==> src/rtl/frame_write_clip.sv <==
// frame_write_clip: pixel sink that clips off-frame pixels and turns the rest
// into RAM write strobes, with frame completion, overrun and pixel counters.
module frame_write_clip #(
  parameter int unsigned WIDTH        = 320,
  parameter int unsigned HEIGHT       = 320,
  parameter int unsigned FRAME_PIXELS = 102400,
  parameter logic [31:0] OFFSET       = 32'h0
) (
  input  logic        clk,
  input  logic        rst,
  input  logic        frame_start,
  input  logic [63:0] data_in,
  input  logic        data_valid_in,
  output logic        WRITE,
  output logic [31:0] addr,
  output logic [31:0] datain,
  output logic        frame_done,
  output logic        busy,
  output logic        overrun,
  output logic [17:0] wr_count,
  output logic [17:0] drop_count
);

  typedef enum logic [1:0] {
    IDLE,
    RUN,
    DRAIN,
    DONE
  } state_e;

  localparam logic [17:0] FP = 18'(FRAME_PIXELS);

  state_e      state_q, state_d;
  logic        drain_q, drain_d;
  logic [17:0] in_cnt_q, in_cnt_d;
  logic        full;
  logic        accept;

  logic        s0_v_q;
  logic [8:0]  s0_x_q, s0_y_q;
  logic [23:0] s0_rgb_q;
  logic        s0_in;

  logic        s1_v_q, s1_in_q;
  logic [8:0]  s1_x_q, s1_y_q;
  logic [23:0] s1_rgb_q;
  logic [31:0] lin;
  logic        s2_go;

  logic        write_q;
  logic [31:0] addr_q, datain_q;
  logic        ovr_q;
  logic [17:0] wr_q, drop_q;
  logic        unused_bits;

  assign unused_bits = ^{data_in[63:50], data_in[31:24]};

  // The pixel that fills the frame stops further acceptance immediately,
  // even though the FSM only leaves RUN on the following edge.
  assign full   = (in_cnt_q == FP);
  assign accept = data_valid_in &&
                  (frame_start || (state_q == RUN && !full));

  always_comb begin
    state_d  = state_q;
    drain_d  = drain_q;
    in_cnt_d = in_cnt_q;
    unique case (state_q)
      IDLE:  state_d = IDLE;
      RUN: begin
        drain_d = 1'b0;
        if (full) state_d = DRAIN;
      end
      DRAIN: begin
        drain_d = 1'b1;
        if (drain_q) state_d = DONE;
      end
      DONE:  state_d = IDLE;
    endcase
    if (accept) in_cnt_d = in_cnt_q + 18'd1;
    if (frame_start) begin
      state_d  = RUN;
      in_cnt_d = {17'd0, data_valid_in};
    end
  end

  assign s0_in = (32'(s0_x_q) < WIDTH) && (32'(s0_y_q) < HEIGHT);
  assign lin   = 32'(s1_x_q) + 32'(s1_y_q) * WIDTH;
  // A restart kills everything still in flight from the old frame.
  assign s2_go = s1_v_q && !frame_start;

  always_ff @(posedge clk) begin
    if (rst) begin
      state_q  <= IDLE;
      drain_q  <= 1'b0;
      in_cnt_q <= '0;
      s0_v_q   <= 1'b0;
      s0_x_q   <= '0;
      s0_y_q   <= '0;
      s0_rgb_q <= '0;
      s1_v_q   <= 1'b0;
      s1_in_q  <= 1'b0;
      s1_x_q   <= '0;
      s1_y_q   <= '0;
      s1_rgb_q <= '0;
      write_q  <= 1'b0;
      addr_q   <= '0;
      datain_q <= '0;
      ovr_q    <= 1'b0;
      wr_q     <= '0;
      drop_q   <= '0;
    end else begin
      state_q  <= state_d;
      drain_q  <= drain_d;
      in_cnt_q <= in_cnt_d;
      s0_v_q   <= accept;
      if (accept) begin
        s0_x_q   <= data_in[49:41];
        s0_y_q   <= data_in[40:32];
        s0_rgb_q <= data_in[23:0];
      end
      s1_v_q   <= s0_v_q && !frame_start;
      s1_in_q  <= s0_in;
      s1_x_q   <= s0_x_q;
      s1_y_q   <= s0_y_q;
      s1_rgb_q <= s0_rgb_q;
      write_q  <= s2_go && s1_in_q;
      if (s2_go && s1_in_q) begin
        addr_q   <= OFFSET | lin;
        datain_q <= {8'h00, s1_rgb_q};
      end
      if (frame_start) begin
        wr_q   <= '0;
        drop_q <= '0;
        ovr_q  <= 1'b0;
      end else begin
        if (s2_go && s1_in_q)  wr_q   <= wr_q + 18'd1;
        if (s2_go && !s1_in_q) drop_q <= drop_q + 18'd1;
        if (data_valid_in && !accept) ovr_q <= 1'b1;
      end
    end
  end

  assign WRITE      = write_q;
  assign addr       = addr_q;
  assign datain     = datain_q;
  assign frame_done = (state_q == DONE);
  assign busy       = (state_q != IDLE);
  assign overrun    = ovr_q;
  assign wr_count   = wr_q;
  assign drop_count = drop_q;

endmodule
==> config.mk <==
export PLATFORM = sky130hd
export DESIGN_NAME = frame_write_clip
export DESIGN_NICKNAME = d
export VERILOG_FILES = /design/src/rtl/frame_write_clip.sv
export SDC_FILE = /design/constraint.sdc
export NUM_CORES = 1
export LEC_CHECK = 0
export BUFFER_PORTS_ARGS = -buffer_cell sky130_fd_sc_hd__buf_2
export CAP_MARGIN = 25
export CORE_AREA = 2 2 128 130
export DETAILED_ROUTE_END_ITERATION = 16
export DIE_AREA = 0 0 130 132
export PLACE_DENSITY = 0.75
export SETUP_SLACK_MARGIN = 0.05
export SKIP_CTS_REPAIR_TIMING = 1
export SKIP_LAST_GASP = 1
export SYNTH_ARGS = -nofsm -noshare
export SYNTH_HDL_FRONTEND = slang
export SYNTH_SLANG_ARGS = --single-unit
==> constraint.sdc <==
create_clock -name clk -period 2.8 [get_ports clk]
set_input_delay 0.14 -clock clk [delete_from_list [all_inputs] [get_ports clk]]
set_output_delay 0.14 -clock clk [all_outputs]
set_load 0.03 [all_outputs]
==> flow_summary_export.csv, run 1 <==
group,metric,value,unit
timing,hold_violations,0,
yosys,synth-edff-count,0,
setup_path,required,3120,ps
status,outcome,"finished, final reports clean",
setup_path,crit_path_start_kind,"register",
placed_design,dp_hpwl,10200,µm
floorplan,core-area,15700,µm²
layout,drive_gt1_share,18.4,%
power,leakage,0.00395,µW
layout,area_growth,24.2,%
layout,diodes,0,
min_path,worstHoldEndpoint,"s0_y_q[8]",
floorplan,die_y,132,µm
timing,rsz0062_at_grt,"false",
floorplan,rows,46,
setup_path,regToRegStartpoint,"s1_y_q[2]",
drt,drt_pass1_iterations,4,
yosys,ys_seq_area_share,50.0,%
drt,avgViaCountPerCell,4.86,
timing,setup_viol,0,
timing,tns,0,ps
placed_design,post-place-ws,22.3,ps
grt,globalRouteTotalUtil,17.9,%
timing,tightest_slew,601,ps
drt,wl_per_cell,12.8,µm
yosys,synth_cells,861,
timing,report.final.slew_viol_count,0,
setup_path,crit_path_end_kind,"register",
clocking,cts_buffer_depth,2,
drt,vias,6049,
floorplan,num_io_pins,172,
min_path,hold_start,"data_in[40]",
setup_path,r2r_slack,170,ps
drt,drt-initial-drc-count,365,
timing,maxSlewHeadroom,59.9,%
grt,grt_pass1_vias,5149,
timing,fin_ws,172,ps
yosys,syn_area,7570,µm²
setup_path,r2r_end,"addr[16]",
layout,fin_util,59.9,%
power,ir_worst_vdd,446,µV
yosys,postSynthAreaPerCell,8.79,µm²
grt,grt_pass1_wl,24800,µm
grt,antenna_found_initial,0,
drt,ant_nets,0,
drt,drc,0,
min_path,whs_path_depth,3,
yosys,ys.flop_type,"dfxtp_1",
timing,min_period,2630,ps
grt,grt_max_degree,59,
run,drv_cap,0,
setup_path,worstPathMaxFanout,5,
yosys,synth_cell_types,48,
placed_design,routabilityCongestion,0.812,
min_path,hold_class,"in -> reg",
yosys,synth_seq_cells,189,
timing,max_freq,381,MHz
clocking,clk_pin_slew,70,ps
clocking,clkSinkCount,189,
layout,nets,1110,
clocking,htree_levels,4,
clocking,clk_latency,430,ps
setup_path,critPathKind,"reg -> reg",
placed_design,placed_area,8330,µm²
power,finalPower,5660,µW
setup_path,ff2ff_path_depth,8,
clocking,cts-buffers-inserted,17,
placed_design,port-buffer-count,128,
yosys,yosysWarnings,0,
floorplan,dieArea,17200,µm²
clocking,cts_tree,"built",
yosys,postSynth.asyncResetShare,0,%
power,power.density,602,nW/µm²
drt,totalWireLength,16000,µm
clocking,cts-root-buf,"clkbuf_16",
timing,fin_worst_skew,8.97,ps
layout,design_area,9410,µm²
floorplan,die_w,130,µm
timing,fin_crit_sh,93.9,%
grt,grt_overflow,0,
setup_path,cp_data_arrival_time,2950,ps
floorplan,initial_core_util,48.2,%
cells by family after synthesis:
group	share of synthesized area, %
and+or+nand+nor	22.0
DFF	50.0
AOI/OAI and AO/OA	11.4
buffers and inverters	5.55
xor gates and xnor gates	6.01
adders and majority gates	4.66
muxes	0.397
other	0.0495
cell usage in the layout (no fill, tap or decap), types with 3 or more instances in the layout:
| master | Yosys | layout |
|---|---|---|
| buf_4 | 21 | 12 |
| or3_1 | 10 | 10 |
| a21o_1 | 3 | 3 |
| and4_1 | 4 | 4 |
| o2111ai_1 | 7 | 7 |
| nand4_1 | 15 | 15 |
| inv_1 | 12 | 12 |
| o21ai_0 | 18 | 18 |
| a211oi_1 | 8 | 7 |
| clkbuf_16 | 0 | 17 |
| and3_1 | 15 | 15 |
| dlygate4sd3_1 | 0 | 41 |
| nand2_1 | 171 | 171 |
| xnor2_1 | 14 | 14 |
| nor2_1 | 68 | 68 |
| bufinv_16 | 0 | 3 |
| clkinv_2 | 0 | 3 |
| xor2_1 | 38 | 37 |
| o21a_1 | 8 | 7 |
| o211ai_1 | 3 | 3 |
| a21oi_1 | 92 | 91 |
| nor2b_1 | 44 | 44 |
| ha_1 | 25 | 25 |
| dfxtp_1 | 189 | 188 |
| mux2i_1 | 3 | 3 |
| nand3_1 | 14 | 13 |
| nor3_1 | 4 | 4 |
| conb_1 | 1 | 21 |
| and2_1 | 3 | 3 |
| buf_12 | 0 | 3 |
| inv_6 | 0 | 7 |
| buf_2 | 9 | 127 |
final cells by class:
class | instances | area, µm²
Timing Repair Buffer | 183 | 1200
Clock buffer | 18 | 439
Fill cell | 1395 | 6310
Tap cell | 216 | 270
Multi-Input combinational cell | 612 | 3490
Inverter | 12 | 45.0
Clock inverter | 14 | 178
Sequential cell | 189 | 3780
cell usage after synthesis, drive strengths merged (2+ instances only):
library cell / n / area share, %
nor3b: 3 / 0.45
ha: 25 / 4.1
xor2: 38 / 4.4
or3: 10 / 0.83
a21o: 3 / 0.30
a21oi: 92 / 6.1
a211oi: 9 / 0.96
nor2: 68 / 3.4
o21a: 8 / 0.79
o2111ai: 7 / 0.81
o21ai: 20 / 1.4
clkbuf: 32 / 1.6
nor2b: 44 / 3.6
and4: 4 / 0.46
and3: 15 / 1.2
mux2i: 3 / 0.40
nand4: 15 / 1.2
and2: 3 / 0.25
dfxtp: 189 / 50
xnor2: 14 / 1.6
nand2: 171 / 8.5
inv: 12 / 0.59
buf: 36 / 3.4
nor4: 2 / 0.17
o211ai: 4 / 0.46
nor3: 4 / 0.26
nand3: 14 / 0.93
fa: 2 / 0.53
or2: 2 / 0.17
o21bai: 2 / 0.20
worst max path at each step:
stage,start,endpoint,cells past startpoint,slack (ps)
after floorplan,s1_y_q[1],addr[16],9,110
after global placement,s1_y_q[1],addr[16],9,90
after detailed placement,s1_y_q[1],addr[16],9,20
after CTS,s1_y_q[1],addr[16],9,-20
after global routing,s1_y_q[1],addr[16],9,50
final,s1_y_q[2],addr[16],8,170
per-stage QoR:
step | hold WS (ps) | cells
2_1_floorplan | 276 | 881
3_3_place_gp | 381 | 1169
3_5_place_dp | 385 | 1169
4_1_cts | -81.5 | 1201
5_1_grt | 72.3 | 1244
6_report | 39.7 | 1244
sequential cells by signal, summed over array words and instances (netlist names), 2 cells and up:
register    cells
addr           19
datain         24
drop_count     18
in_cnt_q       18
s0_rgb_q       24
s0_x_q          9
s0_y_q          9
s1_rgb_q       24
s1_x_q          9
s1_y_q          9
state_q         2
wr_count       18
layer usage:
layer | track usage (%) | wire length [µm] | up-vias
li1 | - | - | 3130
met1 | 22.8 | 7090 | 2774
met2 | 29.6 | 7990 | 125
met3 | 4.75 | 639 | 20
met4 | 5.50 | 223 | 0
met5 | 0 | 0 | -
worst max-delay path, cell delays in order, from the launching register on:
cell	delay [ps]
dfxtp_1	320
ha_1	360
ha_1	340
a211oi_2	230
nor2_1	80
xor2_1	370
nand4_1	190
or4_1	430
and3_1	190
power breakdown:
part / internal, µW / switching (µW)
clock network: 1450 / 1060
logic: 148 / 218
registers: 2750 / 29.1
No activity file was read; power rests on OpenSTA's default activity.
==> run 2: changes to the inputs <==
--- a/config.mk
+++ b/config.mk
@@ -7,13 +7,12 @@
 export LEC_CHECK = 0
 export BUFFER_PORTS_ARGS = -buffer_cell sky130_fd_sc_hd__buf_2
 export CAP_MARGIN = 25
-export CORE_AREA = 2 2 128 130
+export CORE_AREA = 2 2 118 120
 export DETAILED_ROUTE_END_ITERATION = 16
-export DIE_AREA = 0 0 130 132
-export PLACE_DENSITY = 0.75
+export DIE_AREA = 0 0 120 122
+export PLACE_DENSITY = 0.83
 export SETUP_SLACK_MARGIN = 0.05
 export SKIP_CTS_REPAIR_TIMING = 1
-export SKIP_LAST_GASP = 1
 export SYNTH_ARGS = -nofsm -noshare
 export SYNTH_HDL_FRONTEND = slang
 export SYNTH_SLANG_ARGS = --single-unit
==> constraint.sdc (replaced) <==
create_clock -name clk -period 3.4 [get_ports clk]
set_input_delay 0.17 -clock clk [delete_from_list [all_inputs] [get_ports clk]]
set_output_delay 0.17 -clock clk [all_outputs]
set_load 0.02 [all_outputs]
==> run 2 against run 1 <==
  * The flow now finishes with violations (negative hold slack)
  * Clock skew down 1.0 ps
  * Clock power down 26%
  * Worst setup slack improved by 330 ps
  * Routed wire length shrank 3.9%
  * Clock-buffer cell count rose by 3
  * Final area is 3.8% lower
  * Critical path depth is 1 higher
==> flow_summary_export.csv, run 2 (same netlist as run 1, synthesis figures left out) <==
group,metric,value,unit
setup_path,r2r_end,"addr[16]",
timing,rsz0062_at_grt,"false",
floorplan,num_io_pins,172,
setup_path,required,3720,ps
clocking,cts-root-buf,"clkbuf_16",
run,drv_cap,0,
power,power.density,489,nW/µm²
setup_path,slowest_delay,470,ps
drt,drc,0,
timing,tns,0,ps
min_path,worstHoldEndpoint,"s0_y_q[3]",
layout,final_cell_mix,"189 x dfxtp_1, 171 x nand2_1, 127 x buf_2, 92 x a21oi_1, 68 x nor2_1",
setup_path,critPathLaunch,"s1_y_q[1]",
drt,vias,5994,
layout,drive_gt1_share,17.0,%
floorplan,dieArea,14600,µm²
setup_path,ff2ff_path_depth,9,
setup_path,path_cells,"ha_1 > ha_1 > fa_1 > a211oi_1 > o21bai_1 > a21oi_1 > xor2_1 > or4_1 > and3_1",
floorplan,rows,43,
timing,hold_violations,7,
drt,totalWireLength,15300,µm
grt,antenna_found_initial,1,
timing,maxSlewHeadroom,32.4,%
drt,avgViaCountPerCell,5.05,
setup_path,critPathKind,"reg -> reg",
min_path,hold_start,"data_in[35]",
floorplan,core-area,13500,µm²
setup_path,regToRegStartpoint,"s1_y_q[1]",
timing,timing.hold.ws,-18.8,ps
layout,ff_latch_area,3780,µm²
drt,drt_pass1_iterations,4,
clocking,clk_latency,430,ps
timing,tightest_slew,1010,ps
layout,multi_input_area,3460,µm²
setup_path,crit_path_end_kind,"register",
setup_path,cp_data_arrival_time,3220,ps
setup_path,r2r_slack,500,ps
clocking,cts_buffer_depth,2,
floorplan,initial_core_util,56.1,%
setup_path,worstPathMaxFanout,4,
layout,area_growth,19.6,%
clocking,clk_pin_slew,60,ps
power,ir_worst_vdd,284,µV
floorplan,die_w,120,µm
placed_design,dp_hpwl,9660,µm
grt,grt_overflow,0,
clocking,htree_levels,4,
clocking,cts_tree,"built",
layout,fillers,1133,
layout,final_common_cell,"dfxtp_1",
drt,drt-initial-drc-count,309,
setup_path,crit_path_start_kind,"register",
timing,max_freq,345,MHz
layout,diodes,0,
status,outcome,"finished with violations",
clocking,clkSinkCount,189,
placed_design,post-place-ws,518,ps
timing,report.final.slew_viol_count,0,
timing,fin_worst_skew,7.94,ps
layout,nets,1090,
min_path,whs_path_depth,3,
timing,fin_ws,504,ps
grt,grt_pass1_vias,5231,
power,leakage,0.00381,µW
grt,globalRouteTotalUtil,20.2,%
timing,min_period,2900,ps
status,violations,"negative hold slack",
timing,setup_viol,0,
placed_design,port-buffer-count,128,
min_path,hold_class,"in -> reg",
grt,grt_pass1_wl,24100,µm
timing,fin_crit_sh,85.2,%
layout,fin_util,67.0,%
placed_design,routabilityCongestion,0.831,
drt,wl_per_cell,12.9,µm
setup_path,critPathMostFrequentCell,"ha_1",
clocking,cts-buffers-inserted,17,
setup_path,crit_path_top_delay_cell,"or4_1",
grt,grt_max_degree,106,
floorplan,die_y,122,µm
drt,ant_nets,0,
run 2: power by group:
part           switching (µW)  internal (µW)
Combinational             161            101
Sequential               23.8           2260
Clock                     812           1060
run 2: area by class of cell:
type / count / area share [%]
clock buffers: 21 / 5.20
clock inverters: 10 / 1.01
well taps: 180 / 2.49
multi-input cells: 612 / 38.2
repair buffers: 163 / 10.8
inverters: 12 / 0.498
flip-flops and latches: 189 / 41.8
run 2: worst max-delay path by stage:
| stage | to | slack, ps | cells past startpoint |
|---|---|---|---|
| after floorplan | addr[16] | 710 | 9 |
| after global placement | addr[16] | 590 | 9 |
| after detailed placement | addr[16] | 520 | 9 |
| after CTS | addr[16] | 520 | 9 |
| after global routing | addr[16] | 390 | 9 |
| final | addr[16] | 500 | 9 |
run 2: metal layers:
metal	global-route usage (%)	vias up	wire [µm]
met5	0	-	0
met1	24.9	2755	6990
met3	5.76	26	675
met2	33.7	131	7390
li1	-	3082	-
met4	7.65	0	276
run 2: stage by stage:
step                      cells  power [µW]  area (µm²)
after global placement     1126        2560        8190
after detailed placement   1126        2570        8190
after global routing       1187        4590        9050
after floorplan             881        2530        7650
after CTS                  1157        4420        8750
final                      1187        4420        9050
run 2: worst max-delay path, delay by kind of cell (launching register included):
kind	cells	cell delay [ps]
adder cells (fa/ha/maj)	3	960
AO/OA/AOI/OAI	3	700
AND/OR/NAND/NOR	2	650
flip-flops	1	330
XOR/XNOR	1	150
==> run 3: changes to the inputs <==
--- a/config.mk
+++ b/config.mk
@@ -5,12 +5,13 @@
 export SDC_FILE = /design/constraint.sdc
 export NUM_CORES = 1
 export LEC_CHECK = 0
+export ABC_AREA = 1
 export BUFFER_PORTS_ARGS = -buffer_cell sky130_fd_sc_hd__buf_2
 export CAP_MARGIN = 25
-export CORE_AREA = 2 2 118 120
+export CORE_AREA = 2 2 123 125
 export DETAILED_ROUTE_END_ITERATION = 16
-export DIE_AREA = 0 0 120 122
-export PLACE_DENSITY = 0.83
+export DIE_AREA = 0 0 125 127
+export PLACE_DENSITY = 0.84
 export SETUP_SLACK_MARGIN = 0.05
 export SKIP_CTS_REPAIR_TIMING = 1
 export SYNTH_ARGS = -nofsm -noshare
==> run 3 against run 2 <==
  * The flow still finishes with violations (negative hold slack)
  * Sequential share of layout area fell by 2.5 points
  * Sequential cell count did not move
  * Area after synthesis rose by 11%
  * Fmax rose by 16%
  * Die area rose by 8.4%
  * Non-clock buffer count fell by 28
  * Clock power rose by 4%
  * Cell count rose by 20%
  * Critical path depth rose by 6
  * Clock-buffer cell count fell by 1
  * Global-route usage rose by 1.2 points
  * Critical endpoint is now addr[15]
  * Largest cell class unchanged
==> flow_summary_export.csv, run 3 <==
group,metric,value,unit
layout,design_area,9640,µm²
timing,maxSlewHeadroom,46.6,%
yosys,synthTopCellsByCount,"243 x nand2_1, 189 x dfxtp_1, 162 x inv_1",
drt,drc,0,
yosys,synth_most_common_cell,"nand2_1",
grt,antenna_found_initial,1,
layout,final_cell_mix,"243 x nand2_1, 189 x dfxtp_1, 162 x inv_1, 127 x buf_2, 124 x a21oi_1",
clocking,clk_pin_slew,70,ps
drt,avgViaCountPerCell,4.90,
min_path,whs_path_depth,4,
yosys,synth_seq_cells,189,
setup_path,cp_data_arrival_time,2870,ps
placed_design,placed_cells,1398,
floorplan,die_w,125,µm
run,drv_cap,0,
layout,diodes,0,
setup_path,critPathKind,"reg -> reg",
yosys,netlist.top_cell.by_area,"dfxtp_1",
drt,drt-initial-drc-count,323,
setup_path,path_cells,"ha_1 > ha_1 > fa_1 > nand2_1 > nor2_1 > nand2_1 > nand2_1 > nand2_1 > nor2_1 > nand2_1 > nor2_1 > nand2_1 > nand3_1 > nand2_1 > inv_1",
timing,hold_violations,6,
grt,grt_pass1_vias,6284,
timing,min_period,2500,ps
timing,setup_viol,0,
drt,wl_per_cell,11.8,µm
yosys,synth_cell_types,42,
placed_design,routabilityCongestion,0.918,
setup_path,slowest_delay,570,ps
timing,fin_crit_sh,73.5,%
min_path,worstHoldEndpoint,"s0_rgb_q[10]",
layout,nets,1328,
setup_path,required,3770,ps
grt,grt_overflow,0,
setup_path,ff2ff_path_depth,15,
yosys,ys.flop_type,"dfxtp_1",
layout,final_cells,1430,
floorplan,dieArea,15900,µm²
drt,vias,7011,
status,violations,"negative hold slack",
floorplan,num_io_pins,172,
power,power.density,478,nW/µm²
yosys,ys_seq_area_share,45.0,%
clocking,htree_levels,4,
timing,max_freq,400,MHz
timing,fin_worst_skew,11.1,ps
clocking,cts-buffers-inserted,17,
power,ir_worst_vdd,379,µV
setup_path,path_buf_inv,1,
timing,tightest_slew,801,ps
yosys,yosysWarnings,0,
setup_path,r2r_end,"addr[15]",
setup_path,crit_path_end_kind,"register",
layout,final_common_cell,"nand2_1",
grt,grt_pass1_wl,28200,µm
setup_path,crit_path_top_delay_cell,"fa_1",
layout,drive_gt1_share,16.6,%
setup_path,worstPathMaxFanout,4,
clocking,clkSinkCount,189,
setup_path,crit_path_start_kind,"register",
clocking,cts_tree,"built",
clocking,clk_latency,430,ps
setup_path,critPathMostFrequentCell,"nand2_1",
yosys,postSynth.asyncResetShare,0,%
yosys,postSynthAreaPerCell,7.50,µm²
setup_path,critPathTopFamily,"adder cells",
clocking,cts_buffer_depth,2,
timing,report.final.slew_viol_count,0,
grt,globalRouteTotalUtil,21.4,%
timing,rsz0062_at_grt,"false",
setup_path,r2r_slack,900,ps
floorplan,core-area,14400,µm²
setup_path,regToRegStartpoint,"s1_y_q[1]",
floorplan,initial_core_util,58.4,%
status,outcome,"finished with violations",
yosys,synth_area_leaders,"dfxtp_1 45%, nand2_1 11%, a21oi_1 7.4%",
floorplan,rows,44,
yosys,synth-edff-count,0,
drt,drt_pass1_iterations,5,
timing,timing.hold.ws,-6.12,ps
placed_design,placed_area,9050,µm²
min_path,hold_start,"data_in[10]",
yosys,synth_top_area_share,45.0,%
clocking,cts-root-buf,"clkbuf_16",
power,leakage,0.00447,µW
placed_design,dp_hpwl,11600,µm
drt,ant_nets,0,
timing,tns,0,ps
layout,fillers,1241,
yosys,syn_area,8420,µm²
drt,totalWireLength,16900,µm
floorplan,die_y,127,µm
layout,area_growth,14.5,%
placed_design,port-buffer-count,128,
min_path,hold_class,"in -> reg",
grt,grt_max_degree,86,
yosys,synth_cells,1122,
run 3: cell count changes in the layout (fill, tap and decap cells not counted), moves of 14 or more:
cell / previous run / this run
inv_1: 12 / 162
xor2_1: 38 / 24
nand3_1: 13 / 29
or2_2: 2 / 17
or2_1: 0 / 16
nor2_1: 68 / 99
nor3_1: 4 / 19
nor2b_1: 44 / 0
dlygate4sd3_1: 30 / 0
nand2_1: 171 / 243
and3_1: 15 / 0
a21oi_1: 92 / 124
run 3: per-stage QoR:
step                      utilization [%]  setup WS, ps  total power (µW)  hold WS [ps]
after global routing                 66.8           690              4800          3.82
final                                66.8           902              4610         -6.12
after floorplan                         -          1130              2670           309
after detailed placement             62.7           919              2720           418
after CTS                            66.8           895              4630         -13.3
after global placement               62.7           985              2710           407
run 3: kinds of logic after synthesis:
family | after synthesis | synth area share (%)
XOR/XNOR | 33 | 3.43
adder cells (fa/ha/maj) | 27 | 4.19
other | 1 | 0.0446
AND/OR/NAND/NOR | 469 | 24.8
buffers and inverters | 235 | 12.1
flip-flops | 189 | 45.0
AO/OA/AOI/OAI | 168 | 10.5
run 3: report_power, final:
part | leakage, µW | internal [µW] | switching, µW | total [µW]
Clock | 0.000283 | 1030 | 908 | 1940
Combinational | 0.00265 | 121 | 233 | 354
Sequential | 0.00154 | 2290 | 27.7 | 2320
Total | 0.00447 | 3440 | 1170 | 4610
run 3: final cells by class:
type                            instances  area, µm²  area share [%]
Sequential cell                       189       3780            39.3
Timing Repair Buffer                  135        696            7.22
Tap cell                              184        230            2.39
Clock buffer                           20        467            4.84
Clock inverter                         12        123            1.27
Multi-Input combinational cell        718       3690            38.3
Inverter                              172        647            6.71
run 3: layer usage:
metal	vias up	wire length, µm	global-route usage (%)
met1	3162	7680	26.3
met5	-	0	0
met2	173	7900	36.2
li1	3656	-	-
met3	20	1040	5.65
met4	0	291	8.30
run 3: worst register-to-register path, cell delays in order, from the launching register on:
cell and delay (ps):
dfxtp_1 330, ha_1 300, ha_1 240, fa_1 570
nand2_1 70, nor2_1 80, nand2_1 50, nand2_1 100
nand2_1 60, nor2_1 150, nand2_1 100, nor2_1 150
nand2_1 70, nand3_1 80, nand2_1 60, inv_1 40
run 3: worst max-delay path by stage:
stage / cells past startpoint / startpoint / end / slack [ps]
floorplan: 14 / s1_y_q[1] / addr[15] / 1130
finish: 15 / s1_y_q[1] / addr[15] / 900
global route: 15 / s1_y_q[1] / addr[15] / 690
CTS: 15 / s1_y_q[1] / addr[15] / 890
global placement: 15 / s1_y_q[1] / addr[15] / 980
detailed placement: 15 / s1_y_q[1] / addr[15] / 920
